File: src/rtl/mdu_ctrl.sv
// Iterative multiply/divide unit: 32-step shift-add multiply and restoring divide
// with sign fix-up, plus the architectural HI/LO registers and MTHI/MTLO writes.
`ifndef WORD_WIDTH
`define WORD_WIDTH 32
`endif

module mdu_ctrl #(
    parameter int W     = `WORD_WIDTH,
    parameter int STEPS = W
) (
    input  logic         clk,
    input  logic         rst_n,
    input  logic         start,
    input  logic [2:0]   mdu_op,
    input  logic [W-1:0] op1,
    input  logic [W-1:0] op2,
    input  logic         flush,
    output logic         busy,
    output logic         done,
    output logic [W-1:0] hi,
    output logic [W-1:0] lo
);

    localparam int CW = $clog2(STEPS) + 1;

    typedef enum logic [1:0] {
        IDLE,
        RUN,
        FIX
    } state_t;

    state_t state, next_state;

    logic [CW-1:0]  cnt;
    logic [W-1:0]   mag_a;
    logic [W-1:0]   mag_b;
    logic [2*W-1:0] acc;
    logic [W-1:0]   rem;
    logic           is_div;
    logic           neg_res;
    logic           neg_op1;

    logic           accept;
    logic           op_muldiv;
    logic           op_div;
    logic           op_signed;
    logic           sign1;
    logic           sign2;
    logic [W-1:0]   abs_op1;
    logic [W-1:0]   abs_op2;
    logic [W:0]     add_sum;
    logic [W:0]     rem_shift;
    logic [W:0]     rem_diff;
    logic [2*W-1:0] prod_fix;
    logic [W-1:0]   hi_fix;
    logic [W-1:0]   lo_fix;

    assign busy = (state != IDLE);

    always_comb begin
        accept    = (state == IDLE) && start && !flush;
        op_muldiv = (mdu_op >= 3'd1) && (mdu_op <= 3'd4);
        op_div    = (mdu_op == 3'd3) || (mdu_op == 3'd4);
        op_signed = (mdu_op == 3'd1) || (mdu_op == 3'd3);
        sign1     = op_signed && op1[W-1];
        sign2     = op_signed && op2[W-1];
        abs_op1   = sign1 ? -op1 : op1;
        abs_op2   = sign2 ? -op2 : op2;
    end

    // One iteration of each algorithm; the divide borrow shows up in bit W.
    always_comb begin
        add_sum   = {1'b0, acc[2*W-1:W]} + {1'b0, mag_a};
        rem_shift = {rem, acc[W-1]};
        rem_diff  = rem_shift - {1'b0, mag_b};
    end

    always_comb begin
        prod_fix = neg_res ? -acc : acc;
        hi_fix   = prod_fix[2*W-1:W];
        lo_fix   = prod_fix[W-1:0];
        if (is_div) begin
            if (mag_b == '0) begin
                lo_fix = '1;
                hi_fix = neg_op1 ? -mag_a : mag_a;
            end else begin
                lo_fix = neg_res ? -acc[W-1:0] : acc[W-1:0];
                hi_fix = neg_op1 ? -rem : rem;
            end
        end
    end

    always_ff @(posedge clk or negedge rst_n) begin
        if (!rst_n) begin
            state <= IDLE;
        end else begin
            state <= next_state;
        end
    end

    always_comb begin
        next_state = state;
        case (state)
            IDLE: if (accept && op_muldiv) next_state = RUN;
            RUN: begin
                if (flush) begin
                    next_state = IDLE;
                end else if (cnt == CW'(1)) begin
                    next_state = FIX;
                end
            end
            FIX:     next_state = IDLE;
            default: next_state = IDLE;
        endcase
    end

    // Datapath: operand latch, per-step iteration and the final HI/LO write.
    always_ff @(posedge clk or negedge rst_n) begin
        if (!rst_n) begin
            cnt     <= '0;
            mag_a   <= '0;
            mag_b   <= '0;
            acc     <= '0;
            rem     <= '0;
            is_div  <= 1'b0;
            neg_res <= 1'b0;
            neg_op1 <= 1'b0;
            done    <= 1'b0;
            hi      <= '0;
            lo      <= '0;
        end else begin
            done <= 1'b0;
            case (state)
                IDLE: begin
                    if (accept && op_muldiv) begin
                        mag_a   <= abs_op1;
                        mag_b   <= abs_op2;
                        is_div  <= op_div;
                        neg_res <= sign1 ^ sign2;
                        neg_op1 <= sign1;
                        rem     <= '0;
                        cnt     <= CW'(STEPS);
                        acc     <= op_div ? {{W{1'b0}}, abs_op1} : {{W{1'b0}}, abs_op2};
                    end else if (accept && mdu_op == 3'd5) begin
                        hi <= op1;
                    end else if (accept && mdu_op == 3'd6) begin
                        lo <= op1;
                    end
                end
                RUN: begin
                    if (!flush) begin
                        cnt <= cnt - CW'(1);
                        if (is_div) begin
                            if (!rem_diff[W]) begin
                                rem <= rem_diff[W-1:0];
                                acc <= {acc[2*W-1:W], acc[W-2:0], 1'b1};
                            end else begin
                                rem <= rem_shift[W-1:0];
                                acc <= {acc[2*W-1:W], acc[W-2:0], 1'b0};
                            end
                        end else if (acc[0]) begin
                            acc <= {add_sum, acc[W-1:1]};
                        end else begin
                            acc <= {1'b0, acc[2*W-1:1]};
                        end
                    end
                end
                FIX: begin
                    if (!flush) begin
                        hi   <= hi_fix;
                        lo   <= lo_fix;
                        done <= 1'b1;
                    end
                end
                default: ;
            endcase
        end
    end

endmodule

File: config.mk
export PLATFORM = sky130hd
export DESIGN_NAME = mdu_ctrl
export DESIGN_NICKNAME = d
export VERILOG_FILES = /design/src/rtl/mdu_ctrl.sv
export SDC_FILE = /design/constraint.sdc
export NUM_CORES = 1
export LEC_CHECK = 0
export BUFFER_PORTS_ARGS = -buffer_cell sky130_fd_sc_hd__buf_4
export CAP_MARGIN = 10
export CORE_MARGIN = 4
export CORE_UTILIZATION = 62
export CTS_CLUSTER_DIAMETER = 200
export CTS_CLUSTER_SIZE = 10
export DETAILED_ROUTE_END_ITERATION = 10
export PLACE_DENSITY = 0.82
export SLEW_MARGIN = 20
export SYNTH_ARGS = -nofsm -noshare
export SYNTH_HDL_FRONTEND = slang
export SYNTH_SLANG_ARGS = --single-unit
File: constraint.sdc
create_clock -name clk -period 3.8 [get_ports clk]
set_input_delay 0.19 -clock clk [delete_from_list [all_inputs] [get_ports clk]]
set_output_delay 0.19 -clock clk [all_outputs]
set_load 0.01 [all_outputs]
After elaboration in Yosys (flattened, before gate mapping)

Index checks and enable logic that the tools add are counted.

Flip-flop bits (word level): 236
Bits in latches: 0
Bits in writable memories: 0
Bits in read-only memories: 0
Input port bits: 71
Output and inout bits: 66
Memories: 0

Add/sub/neg operators: 9
$mul: 0
Div/mod/pow operators: 0
Order comparisons: 2
Equal/unequal tests: 18
Shift operators: 0
Mux-type cells: 40
Bitwise logic cells: 1
Reductions and logical operators: 23

Operator list:

| kind                                                                   | number |
|---|---|
| 32-bit 2-to-1 mux                                                      | 21 |
| 64-bit 2-to-1 mux                                                      | 5 |
| 32-bit case mux with 2 select lines                                    | 3 |
| 32-bit negator                                                         | 5 |
| 64-bit case mux with 2 select lines                                    | 1 |
| 64-bit negator                                                         | 1 |
| 32-bit by 32-bit adder with 33-bit output                              | 1 |
| 33-bit by 32-bit subtractor with 33-bit output                         | 1 |
| 32-bit logical NOT                                                     | 1 |
| 6-bit 2-to-1 mux                                                       | 2 |
| 2-bit != test (second input constant)                                  | 6 |
| 6-bit case mux with 2 select lines                                     | 1 |
| 4-bit AND reduction                                                    | 3 |
| 3-bit equality test (second input constant)                            | 3 |
| 1-bit logical AND                                                      | 8 |
| 6-bit by 1-bit equality test with 1-bit output (second input constant) | 1 |
| 2-bit 2-to-1 mux                                                       | 3 |
| 2-bit by 1-bit != test with 1-bit output (second input constant)       | 3 |
| 2-bit nonzero test                                                     | 3 |
| 6-bit by 1-bit subtractor with 6-bit output (second input constant)    | 1 |
| 5-bit AND reduction                                                    | 1 |
| 2-bit case mux with 2 select lines                                     | 1 |
| 2-bit AND reduction                                                    | 2 |
| 3-bit by 1-bit equality test with 1-bit output (second input constant) | 1 |
| 12 further kinds                                                       | 15 |

Logic depth before layout (Yosys ltp)

Word-level depth: 8
Mapped depth: 15
Gate-level depth less buffers: 13

Worst setup path after synthesis

Ideal clock, no wire load.

Path type: register -> register
Start point: reg rem[11]
End point: reg hi[29]
Setup time: 133 ps
Arrival: 3038 ps
Slack: 630 ps
Stages on the path, launching flop included: 11
Buffers on the path: 1
Cells stage by stage: dfrtp_1 > or4_4 > or3_1 > buf_2 > or3_4 > or3_4 > or2_4 > o41ai_4 > xnor2_1 > a2111oi_2 > nor3_1

Longest elaborated chain between the ends: 6

RTL lines:

| element                             | RTL line | text |
|---|---|---|
| start, declared                     | 38       | `logic [W-1:0] rem;` |
| start signal, assigned              | 155      | `rem <= rem_diff[W-1:0];` |
| start signal, assigned              | 158      | `rem <= rem_shift[W-1:0];` |
| 32-bit negator                      | 88       | `hi_fix = neg_op1 ? -rem : rem;` |
| 32-bit 2-to-1 mux                   | 88       |  |
| 32-bit 2-to-1 mux                   | 83       | `if (mag_b == '0) begin` |
| 32-bit 2-to-1 mux                   | 82       | `if (is_div) begin` |
| 32-bit 2-to-1 mux                   | 169      | `if (!flush) begin` |
| 32-bit case mux with 2 select lines | 133      | `case (state)` |
| end signal, assigned                | 145      | `hi <= op1;` |
| end signal, assigned                | 170      | `hi <= hi_fix;` |
| end, declared                       | 20       | `output logic [W-1:0] hi,` |

Every way passes these cells. The select of a mux whose other input is x is not followed.
A chain may end at the register's enable or synchronous reset.

Worst setup path after layout

Start point: reg acc[31]
End point: reg rem[23]

Longest elaborated chain between the ends: 5

RTL lines:

| element                                        | RTL line | text |
|---|---|---|
| start, declared                                | 37       | `logic [2*W-1:0] acc;` |
| start signal, assigned                         | 143      | `acc <= op_div ? {{W{1'b0}}, abs_op1} : {{W{1'b0}}, abs_op2};` |
| start signal, assigned                         | 156      | `acc <= {acc[2*W-1:W], acc[W-2:0], 1'b1};` |
| start signal, assigned                         | 159      | `acc <= {acc[2*W-1:W], acc[W-2:0], 1'b0};` |
| 33-bit by 32-bit subtractor with 33-bit output | 75       | `rem_diff = rem_shift - {1'b0, mag_b};` |
| 32-bit 2-to-1 mux                              | 154      | `if (!rem_diff[W]) begin` |
| 32-bit 2-to-1 mux                              | 153      | `if (is_div) begin` |
| 32-bit 2-to-1 mux                              | 151      | `if (!flush) begin` |
| 32-bit case mux with 2 select lines            | 133      |  |

Every way passes these cells. The select of a mux whose other input is x is not followed.

==> results.json <==
{
  "status": "complete, no violations",
  "drv_cap": 0,
  "required_ns": 4.20,
  "synth.area.top_cells": "dfrtp_1, o21ai_0, nand2_1",
  "seqPwrFrac": 0.354,
  "slew_headroom": 0.342,
  "grt_pass1_vias": 17269,
  "hold_path_class": "input pin to register",
  "drive_above_1_share": 0.0997,
  "cts_max_level": 1,
  "drt_iter0_markers": 2405,
  "powerDensity_mw_per_mm2": 644,
  "track_usage": 0.399,
  "reg2regPathDepth": 13,
  "tns_ns": 0,
  "ys_seq_area_frac": 0.326,
  "start_util": 0.629,
  "stdcell_area_mm2": 0.0205,
  "finalWirelength_um": 64600,
  "ios": 137,
  "synth_fp_nets": 2430,
  "cts_tree": "built",
  "clock_latency_ns": 0.57,
  "dp_hpwl_um": 48300,
  "crit_path_start_kind": "register",
  "dr.pass1.iters": 6,
  "antenna_cells": 0,
  "rsz0062_at_grt": "no",
  "grt_pass1_wl_um": 98900,
  "synthDistinctLibCells": 70,
  "synth_edf_count": 0,
  "switchingPower_w": 0.00588,
  "fp-row-count": 62,
  "internal_power_w": 0.00729,
  "netlist_instances": 2286,
  "ys_ff_latch": 236,
  "synth_top_cell_by_area": "dfrtp_1",
  "grt-ovfl-total": 0,
  "finalHoldViolCount": 0,
  "clock-root-buffer": "clkbuf_16",
  "synth_top_area_share": 0.326,
  "place_area_mm2": 0.0195,
  "via_per_inst": 6.65,
  "wl_per_cell_um": 23.3,
  "skew_ns": 0.0193,
  "fillers": 2312,
  "cts_made_buffers": 27,
  "drc_errors": 0,
  "gp_congestion": 1.02,
  "async_flop_share": 1.00,
  "path_clk_slew_ns": 0.06,
  "io_buffer_count": 136,
  "cp.arrival_ns": 3.92,
  "ys_top_cells_by_count": "nand2_1, o21ai_0, dfrtp_1",
  "whs_ns": 0.00350,
  "p_comb_frac": 0.466,
  "fmax_mhz": 284,
  "areaGrowthSynthToFinish_pct": 12.9,
  "dieArea_mm2": 0.0320,
  "peakVddDrop_mv": 0.592,
  "holdPathStages": 3,
  "synth.avg_cell_area_um2": 7.92,
  "via_count": 18409,
  "fp.dieH_um": 179,
  "path_class": "register to register",
  "cts_sinks": 236,
  "ctsLongestPathBuffers": 3,
  "fp.dieW_um": 179,
  "maxSlewViolCount": 0,
  "setup_violations": 0,
  "coreArea_mm2": 0.0288,
  "swShare": 0.446,
  "clockPowerShare": 0.181,
  "route.antenna.remaining_nets": 0,
  "critPathCaptureType": "register",
  "cp_max_fo": 56,
  "synthesis.area_mm2": 0.0181,
  "synthFlopType": "dfrtp_1",
  "yosysMostFrequentCell": "nand2_1",
  "antenna_found_initial": 0,
  "p_leak_nw": 8.85,
  "nNetsFinal": 2528,
  "period_share": 0.926,
  "layout_min_cycle_time_ns": 3.52,
  "yosys_warnings": 0,
  "grt_max_degree": 111,
  "worst_slew_pin_slew_ns": 0.988
}
## final timing paths
kind	startpoint	endpoint	slack (ns)
hold reg to reg	lo[25]	lo[25]	0.48
hold / removal	op2[8]	mag_b[8]	0.003
setup / recovery	acc[31]	rem[23]	0.28
min in group asynchronous	rst_n	acc[55]	0.30
max in group asynchronous	rst_n	lo[11]	2.52
setup reg to reg	acc[31]	rem[23]	0.28
## timing repair
item / CTS / global route
setup buffers: 0 / 0
hold buffers: 24 / 0
endpoints found under the setup margin: 0 / 1
resized for setup: 0 / 1
endpoints found under the hold margin: 127 / 0
## critical path, cell delays in order, from the launching register on
cell      delay, ns
dfrtp_1        0.40
inv_1          0.12
ha_1           0.22
fa_1           0.39
nand2b_1       0.21
a21o_1         0.21
a21oi_1        0.22
a211o_1        0.27
o311ai_1       0.16
a21oi_1        0.27
xnor2_2        0.17
buf_12         0.27
nand2b_1       0.28
o21ai_0        0.14
## cells by family after synthesis
group	share of synthesized area
compound gates	0.246
xor+xnor	0.115
fa+ha+maj	0.0513
buf+inv	0.0459
flops	0.326
mux	0.0289
simple gates	0.188
## power groups by stage
stage                     clock network [W]  logic [W]  registers, W
after floorplan                           0    0.00428       0.00413
after CTS                           0.00237    0.00602       0.00458
final                               0.00238    0.00613       0.00466
after global routing                0.00249    0.00673       0.00474
after global placement                    0    0.00583       0.00458
after detailed placement                  0    0.00595       0.00461
## metrics by stage
stage | util | instances | total power [W] | setup WS, ns
5_1_grt | 0.711 | 2770 | 0.0140 | 0.0907
3_3_place_gp | 0.677 | 2715 | 0.0104 | 0.463
2_1_floorplan | - | 2286 | 0.00841 | 0.630
3_5_place_dp | 0.677 | 2715 | 0.0106 | 0.310
4_1_cts | 0.711 | 2770 | 0.0130 | 0.272
6_report | 0.711 | 2770 | 0.0132 | 0.282
## sequential cells by signal (all words and copies together) (netlist names)
| signal | count |
|---|---|
| acc | 64 |
| hi | 32 |
| lo | 32 |
| mag_a | 32 |
| mag_b | 32 |
| rem | 32 |
| cnt | 6 |
| state | 2 |
| done | 1 |
| is_div | 1 |
| neg_op1 | 1 |
| neg_res | 1 |
## final cells by class
cell class                 instances  area (um2)  share of cell area
timing repair buffer             205        1660              0.0810
clock buffer                      29         683              0.0334
sequential                       236        5910               0.289
tap                              384         480              0.0235
multi-input combinational       1842       11400               0.557
clock inverter                     2        50.0             0.00245
inverter                          72         270              0.0132
## cell usage in the layout, fill, tap and decap left out, types with 8 or more instances in the layout
cell type        n
nor2_1         158
nor3_1          29
o22a_1           9
clkbuf_16       27
a21o_1          26
ha_1            71
xor2_1          96
a32oi_1         14
or4_1           19
a211oi_1        13
nand2b_1        22
o22ai_1         39
xnor2_1        140
mux2i_1         50
a21oi_1        159
nand2_1        330
o211ai_1        17
nor4_1          27
and3_1          14
nor2b_1         16
o31ai_1         44
inv_1           71
buf_4          176
nand4_1         12
nand3_1         38
a31oi_1         20
or3_1           37
dlygate4sd3_1   24
o21ai_0        312
or2_2            8
o221ai_1        10
dfrtp_1        234
o41ai_1         25
## routing by layer
metal,share of wire,up-vias,GRT usage
met5,0,-,0
met4,0.062,0,0.201
met3,0.11,209,0.0873
met2,0.43,1104,0.592
met1,0.40,8724,0.549
li1,-,8372,-
Power figures use the tool's default switching activity.
